`src/rtl/cordic_iter_ctrl.sv`:
```
// Iterative CORDIC sequencer: one shared rotation stage is reused ITERS times per job, fed from
// an arctan ROM, with valid/ready handshakes on the job input and the result output.

module cordic_engine (
    input  logic [4:0]  i,
    input  logic [31:0] a_i,
    input  logic [31:0] x_i,
    input  logic [31:0] y_i,
    input  logic [31:0] w_i,
    input  logic [31:0] theta,
    output logic [31:0] x_n,
    output logic [31:0] y_n,
    output logic [31:0] w_n
);
    logic        rot_pos;
    logic [31:0] x_sh;
    logic [31:0] y_sh;

    // Rotate toward theta; a tie rotates positive so a zero residual still makes progress.
    always_comb begin
        rot_pos = $signed(w_i) <= $signed(theta);
        x_sh    = $signed(x_i) >>> i;
        y_sh    = $signed(y_i) >>> i;
        if (rot_pos) begin
            x_n = x_i - y_sh;
            y_n = y_i + x_sh;
            w_n = w_i + a_i;
        end else begin
            x_n = x_i + y_sh;
            y_n = y_i - x_sh;
            w_n = w_i - a_i;
        end
    end
endmodule

module cordic_iter_ctrl #(
    parameter int unsigned ITERS = 16
) (
    input  logic        clk,
    input  logic        rst,
    input  logic        in_valid,
    output logic        in_ready,
    input  logic [31:0] x_in,
    input  logic [31:0] y_in,
    input  logic [31:0] theta_in,
    output logic        out_valid,
    input  logic        out_ready,
    output logic [31:0] x_out,
    output logic [31:0] y_out,
    output logic [31:0] w_out,
    output logic        busy
);
    typedef enum logic [1:0] {StIdle, StRun, StDone} state_e;

    localparam logic [4:0] LastIdx = 5'(ITERS - 1);

    // round(atan(2^-i) * 2^30)
    localparam logic [31:0] AtanRom [32] = '{
        32'h3243F6A9, 32'h1DAC6705, 32'h0FADBAFD, 32'h07F56EA7,
        32'h03FEAB77, 32'h01FFD55C, 32'h00FFFAAB, 32'h007FFF55,
        32'h003FFFEB, 32'h001FFFFD, 32'h00100000, 32'h00080000,
        32'h00040000, 32'h00020000, 32'h00010000, 32'h00008000,
        32'h00004000, 32'h00002000, 32'h00001000, 32'h00000800,
        32'h00000400, 32'h00000200, 32'h00000100, 32'h00000080,
        32'h00000040, 32'h00000020, 32'h00000010, 32'h00000008,
        32'h00000004, 32'h00000002, 32'h00000001, 32'h00000000
    };

    state_e      state_q, state_d;
    logic [4:0]  cnt_q, cnt_d;
    logic [31:0] x_q, x_d;
    logic [31:0] y_q, y_d;
    logic [31:0] w_q, w_d;
    logic [31:0] theta_q, theta_d;
    logic [31:0] x_n, y_n, w_n;

    cordic_engine engine (
        .i    (cnt_q),
        .a_i  (AtanRom[cnt_q]),
        .x_i  (x_q),
        .y_i  (y_q),
        .w_i  (w_q),
        .theta(theta_q),
        .x_n  (x_n),
        .y_n  (y_n),
        .w_n  (w_n)
    );

    always_ff @(posedge clk or posedge rst) begin
        if (rst) begin
            state_q <= StIdle;
            cnt_q   <= 5'd0;
            x_q     <= 32'd0;
            y_q     <= 32'd0;
            w_q     <= 32'd0;
            theta_q <= 32'd0;
        end else begin
            state_q <= state_d;
            cnt_q   <= cnt_d;
            x_q     <= x_d;
            y_q     <= y_d;
            w_q     <= w_d;
            theta_q <= theta_d;
        end
    end

    always_comb begin
        state_d = state_q;
        unique case (state_q)
            StIdle:  if (in_valid) state_d = StRun;
            StRun:   if (cnt_q == LastIdx) state_d = StDone;
            StDone:  if (out_ready) state_d = StIdle;
            default: state_d = StIdle;
        endcase
    end

    always_comb begin
        cnt_d   = cnt_q;
        x_d     = x_q;
        y_d     = y_q;
        w_d     = w_q;
        theta_d = theta_q;
        if (state_q == StIdle && in_valid) begin
            cnt_d   = 5'd0;
            x_d     = x_in;
            y_d     = y_in;
            w_d     = 32'd0;
            theta_d = theta_in;
        end else if (state_q == StRun) begin
            cnt_d = cnt_q + 5'd1;
            x_d   = x_n;
            y_d   = y_n;
            w_d   = w_n;
        end
    end

    always_comb begin
        in_ready  = (state_q == StIdle);
        busy      = (state_q == StRun);
        out_valid = (state_q == StDone);
        x_out     = x_q;
        y_out     = y_q;
        w_out     = w_q;
    end
endmodule

```
`config.mk`:
```
export PLATFORM = sky130hd
export DESIGN_NAME = cordic_iter_ctrl
export DESIGN_NICKNAME = d
export VERILOG_FILES = /design/src/rtl/cordic_iter_ctrl.sv
export SDC_FILE = /design/constraint.sdc
export NUM_CORES = 1
export LEC_CHECK = 0
export CAP_MARGIN = 10
export CELL_PAD_IN_SITES_DETAIL_PLACEMENT = 0
export CELL_PAD_IN_SITES_GLOBAL_PLACEMENT = 1
export CORE_MARGIN = 5
export CORE_UTILIZATION = 44
export DETAILED_ROUTE_END_ITERATION = 12
export PLACE_DENSITY = 0.81
export SLEW_MARGIN = 20
export SYNTH_ARGS = -nofsm -noshare
export SYNTH_HDL_FRONTEND = slang
export SYNTH_SLANG_ARGS = --single-unit
```
`constraint.sdc`:
```
create_clock -name clk -period 8.4 [get_ports clk]
set_input_delay 1.26 -clock clk [delete_from_list [all_inputs] [get_ports clk]]
set_output_delay 1.26 -clock clk [all_outputs]
set_load 0.02 [all_outputs]
```
==> results.md, run 1 <==
- CTS tree: built
- Share of post-route cells with drive strength above 1: 0.08358
- Number of antenna violations at the first check in global routing: 1
- CP required: 8.75 ns
- Global-route wire length before repair: approximately 100000 µm
- Unique masters post-synth: 100
- Hold Violations, Final: 0
- First DRT Iteration DRCs: 1600
- Post-CTS setup buffer count: 0
- Mapped Area: 17840 µm²
- Initial Utilization: 0.4469
- Crit path DAT: 7.21 ns
- Die Area: 44670 µm²
- Die X: ~210 µm
- Commonest non-fill, non-tap cells in the layout: nand2_1, a21oi_1, clkdlybuf4s50_1, o21ai_0, nor2_1
- Core Box Area: 39910 µm²
- CP Class: flop to flop
- Number of global-route vias before repair: 17650
- Vias after detailed routing: 17900
- Placer Congestion: 1.013
- DRT antenna net count: 0
- Post-cts resize count: 0
- Number of synthesized flops with an enable pin: 0
- Placed cell count: 2828
- Ys flop type: dfrtp_1
- Total wire length: 67730 µm
- Final WS setup: roughly 1.5 ns
- Slew Limit Fails: 0
- Clock tree buffer depth: 2
- Non-filler cells, final: 2858
- Worst-Skew Late Latency: 0.49 ns
- CP Capture Type: flop
- Critical Path Start Type: flop
- Max cap viols: 0
- Pre-CTS setup slack: 1.671 ns
- Max-slew headroom: 0.3412
- I/O pin total: 199
- Area delta synth->final: 16.06%
- Most common cell after layout, fill and taps aside: nand2_1
- F_max: 145.7 MHz
- Post-synthesis sequential area ratio: 0.1894
- Worst-margin pin slew: 0.9817 ns
- Critical path startpoint: cnt_q[2]
- CTS hold repair buffers: 0
- Grt total ovfl: 0
- Synth warn: 0
- Setup Skew: roughly 0.013 ns
- WL/cell: 23.70 µm
- Largest net degree at the start of global routing: 76
- Crit path time final: between 6 and 7 ns
- Mean post-synth cell area: 8.094 µm²
- Register area: 3390 µm²
- DRC Markers: 0
- Unrepaired setup endpoints after global routing: no
- Antenna cells: 0
- Hold WC Path Type: flop to flop
- Crit Path Max Fanout: 44
- Setup_tns: 0 ns
- Syn Nets: around 2500
- Row Count: 73
- Number of buffers created by CTS: 17
- Synth Instances: 2204
- Hold Path Origin: theta_q[0]
- Status: finished clean
- Worst Reg-to-Reg Cells: 21
- First drt pass iteration count: 7
- Worst-path clk slew: around 0.070 ns
- Clk sinks: 135
- IO buf count: 198
- Die H: 211.4 µm
- CTS Root Cell: clkbuf_16
- Setup violators final: 0
- Total track usage: 0.2977
- Hpwl dp: 51170 µm
- Worst r2r src: cnt_q[2]
- Final Cycle Share: 0.8169
- Seq cells post-synth: 135
- Vias/cell: 6.264
- # fillers: 3825
- Async set-reset flop share out of synthesis: 1.000
- Area of the multi-input gates: 13470 µm²
- Nets: 2571
- Final Util: 0.5187
- WHS Path Cells: 2
- H-tree depth: 4
kinds of logic after synthesis:
kind of cell	Yosys count	share of synthesized area
XOR/XNOR	159	0.07807
adder cells (fa/ha/maj)	149	0.1058
buffers and inverters	226	0.05717
AND/OR/NAND/NOR	659	0.1736
AO/OA/AOI/OAI	730	0.2585
multiplexers	146	0.1375
flip-flops	135	0.1894
through the flow:
step,instance area (µm²),hold slack [ns]
after floorplan,17840,0.4322
after global placement,20140,0.4504
after detailed placement,20140,0.4746
after CTS,20700,0.4861
after global routing,20700,0.5078
final,20700,0.4880
critical path: stages, from the launching register on:
cell	delay (ns)
dfrtp_2	1.01
buf_12	0.30
mux4_2	0.34
mux2i_1	0.58
o22ai_1	0.19
or2_2	0.35
or2_1	0.33
nor4b_4	0.44
nand2_1	0.16
nand2_1	0.11
xnor2_1	0.12
ha_1	0.31
a21o_1	0.23
a21o_1	0.18
a21oi_1	0.19
o21ai_0	0.14
and2_1	0.22
o31ai_1	0.44
o21ai_0	0.17
a21o_1	0.23
a2111oi_0	0.48
o22ai_1	0.13
Yosys cell counts, types with 21 or more instances:
library cell / number / area (µm²)
o21ai_0: 182 / 910.9
a21oi_1: 222 / 1111
xnor2_1: 87 / 762.0
nand2b_1: 25 / 156.4
inv_1: 87 / 326.6
a31oi_1: 36 / 225.2
o211ai_1: 25 / 187.7
clkbuf_1: 77 / 289.0
xor2_1: 72 / 630.6
nand3_1: 47 / 235.2
nor3_1: 25 / 125.1
mux2i_1: 52 / 520.5
buf_2: 22 / 110.1
nor2_1: 178 / 668.1
mux4_2: 55 / 1239
a21o_1: 51 / 382.9
nand2_1: 256 / 960.9
o22ai_1: 21 / 131.4
ha_1: 146 / 1827
dfrtp_1: 135 / 3378
routing by layer:
| metal | up-vias | GRT usage | wire length [µm] | share of wire |
|---|---|---|---|---|
| met2 | 730 | 0.4863 | 31670 | 0.47 |
| met3 | 173 | 0.05631 | 4473 | 0.066 |
| met4 | 2 | 0.1368 | 3175 | 0.047 |
| met5 | - | 0 | 14 | 0.00021 |
| li1 | 8363 | - | - | - |
| met1 | 8634 | 0.3833 | 28390 | 0.42 |
registers in the layout (all words and copies together) (netlist names):
name and flops:
cnt_q 5, state_q 2, theta_q 32, w_out 32
x_out 32, y_out 32
worst paths after layout:
kind | slack [ns] | to
worst max register to register | 1.54 | x_out[30]
worst min register to register | 0.49 | theta_q[0]
max in group asynchronous | 5.74 | x_out[10]
worst min-delay path | 0.49 | theta_q[0]
worst max-delay path | 1.54 | x_out[30]
min in group asynchronous | 1.27 | theta_q[26]
layout make-up:
| type | instances | area share |
|---|---|---|
| Multi-Input combinational cell | 1843 | 0.6504 |
| Sequential cell | 135 | 0.1637 |
| Clock buffer | 19 | 0.02139 |
| Clock inverter | 11 | 0.005983 |
| Timing Repair Buffer | 233 | 0.1096 |
| Tap cell | 525 | 0.03173 |
| Inverter | 92 | 0.01716 |
Power of run 1 is not shown: default switching activity piles up to over one toggle a cycle in this logic, so the estimate is an artifact.
==> run 2, diff against run 1 <==
CORE_UTILIZATION = 40   (was 44)
PLACE_DENSITY = 0.77   (was 0.81)
clock period = 6.05 ns   (was 8.4 ns; I/O delays follow)
==> results.md, run 2 (synthesized netlist as in run 1, its figures left out) <==
- Die X: 221.2 µm
- Final Cycle Share: 0.9667
- Setup Skew: 0.01937 ns
- Crit path time final: 5.849 ns
- Max-slew headroom: 0.3387
- IO buf count: roughly 200
- Commonest non-fill, non-tap cells in the layout: nand2_1, a21oi_1, buf_4, clkdlybuf4s50_1, o21ai_0
- Die Area: 48920 µm²
- CTS tree: built
- Clk sinks: 135
- Dpl cell area: about 22000 µm²
- Crit Path Max Fanout: 16
- Crit path DAT: approximately 6.3 ns
- Nets: 2765
- CTS Root Cell: clkbuf_16
- Total wire length: 69730 µm
- Vias/cell: 6.013
- CP Capture Type: flop
- Global-route wire length before repair: 108100 µm
- CP required: 6.47 ns
- Hold Violations, Final: 0
- Grt total ovfl: 0
- Number of antenna violations at the first check in global routing: 1
- Vias after detailed routing: 18760
- # fillers: approximately 4300
- Initial Utilization: 0.4043
- Max cap viols: 0
- Pre-CTS setup slack: -0.02816 ns
- I/O pin total: 199
- Core Box Area: approximately 44000 µm²
- Critical Path Start Type: flop
- Area of the multi-input gates: 13600 µm²
- Worst-Skew Late Latency: 0.50 ns
- Hold WC Path Type: flop to flop
- Status: finished clean
- Largest net degree at the start of global routing: 99
- H-tree depth: 4
- F_max: between 150 and 200 MHz
- Antenna cells: 0
- Slew Limit Fails: 0
- Design Area, Final: 22470 µm²
- Most common cell after layout, fill and taps aside: nand2_1
- Worst-path clk slew: around 0.070 ns
- First drt pass iteration count: 6
- Number of global-route vias before repair: 18550
- R2R setup slack: between 0.2 and 0.25 ns
- Die H: 221.2 µm
- Area delta synth->final: 25.98%
- Register area: about 3400 µm²
- Total track usage: 0.2759
- Row Count: 77
- First DRT Iteration DRCs: about 1700
- Placer Congestion: a little over 1
- DRT antenna net count: 0
- Number of buffers created by CTS: 17
- Setup violators final: 0
- Final Util: 0.5093
- Worst-margin pin slew: 0.9795 ns
- WL/cell: between 20 and 25 µm
- DRC Markers: 0
- Final WS setup: ~0.20 ns
- CP Class: flop to flop
- Share of post-route cells with drive strength above 1: 0.1630
- Clock tree buffer depth: 2
- Hpwl dp: 53130 µm
-- run 2: cell types whose count changed in the layout (fill, tap and decap cells not counted), moves of 3 or more --
| cell | before | now |
|---|---|---|
| a211oi_1 | 14 | 9 |
| a211oi_2 | 1 | 5 |
| buf_12 | 2 | 7 |
| buf_4 | 33 | 218 |
| inv_6 | 4 | 1 |
| mux2i_1 | 52 | 49 |
| o21ai_0 | 182 | 177 |
| o21ai_1 | 5 | 9 |
-- run 2: metrics by stage --
stage | std cells | TNS (ns) | hold slack (ns)
after global routing | 3120 | -0.004538 | 0.5165
after detailed placement | 3072 | -0.02816 | 0.4766
final | 3120 | 0 | 0.4811
after floorplan | 2204 | 0 | 0.4322
after CTS | 3104 | 0 | 0.4905
after global placement | 3072 | 0 | 0.4579
-- run 2: layout make-up --
| cell class | instances | area share |
|---|---|---|
| clock inverter | 12 | 0.005735 |
| timing repair buffer | 427 | 0.1694 |
| multi-input combinational | 1843 | 0.6054 |
| clock buffer | 19 | 0.01971 |
| tap | 592 | 0.03296 |
| sequential | 135 | 0.1508 |
| inverter | 92 | 0.01603 |
-- run 2: path summary, 6_finish.rpt --
check | startpoint | endpoint | depth (start not counted)
setup / recovery | cnt_q[0] | y_out[31] | 26
hold / removal | theta_q[0] | theta_q[0] | 2
setup reg to reg | cnt_q[0] | y_out[31] | 26
hold reg to reg | theta_q[0] | theta_q[0] | 2
max in group asynchronous | rst | w_out[15] | 3
min in group asynchronous | rst | state_q[1] | 2
-- run 2: worst max-delay path, cell delays in order, from the launching register on --
cell and delay, ns:
dfrtp_4 0.53, clkbuf_8 0.23, buf_8 0.20, mux4_2 0.53, mux2_2 0.28, a22oi_1 0.14, nor2_1 0.06, a211o_1 0.35
inv_1 0.09, ha_1 0.16, inv_1 0.06, or3_4 0.41, o21ai_0 0.22, xnor2_1 0.17, ha_1 0.28, a21o_1 0.19
a21o_1 0.17, a221oi_1 0.26, o21ai_1 0.14, a21o_1 0.22, a31oi_4 0.22, o31ai_1 0.11, buf_4 0.14, o31ai_1 0.23
xnor2_1 0.15, nor2_1 0.06, o21ai_0 0.18
-- run 2: layer usage --
| layer | wire length [µm] | share of wire | GRT usage |
|---|---|---|---|
| met5 | 7 | 0.00010 | 0 |
| met4 | 3157 | 0.045 | 0.1138 |
| met3 | 4689 | 0.067 | 0.05473 |
| met2 | 32520 | 0.47 | 0.4531 |
| met1 | 29350 | 0.42 | 0.3570 |
-- run 2: what timing repair did --
action,4_1_cts,5_1_grt
hold buffers,0,0
resized for setup,1,37
endpoints found under the setup margin,1,21
pin swaps,0,8
setup buffers,1,16
Power of run 2 is left out for the same reason.
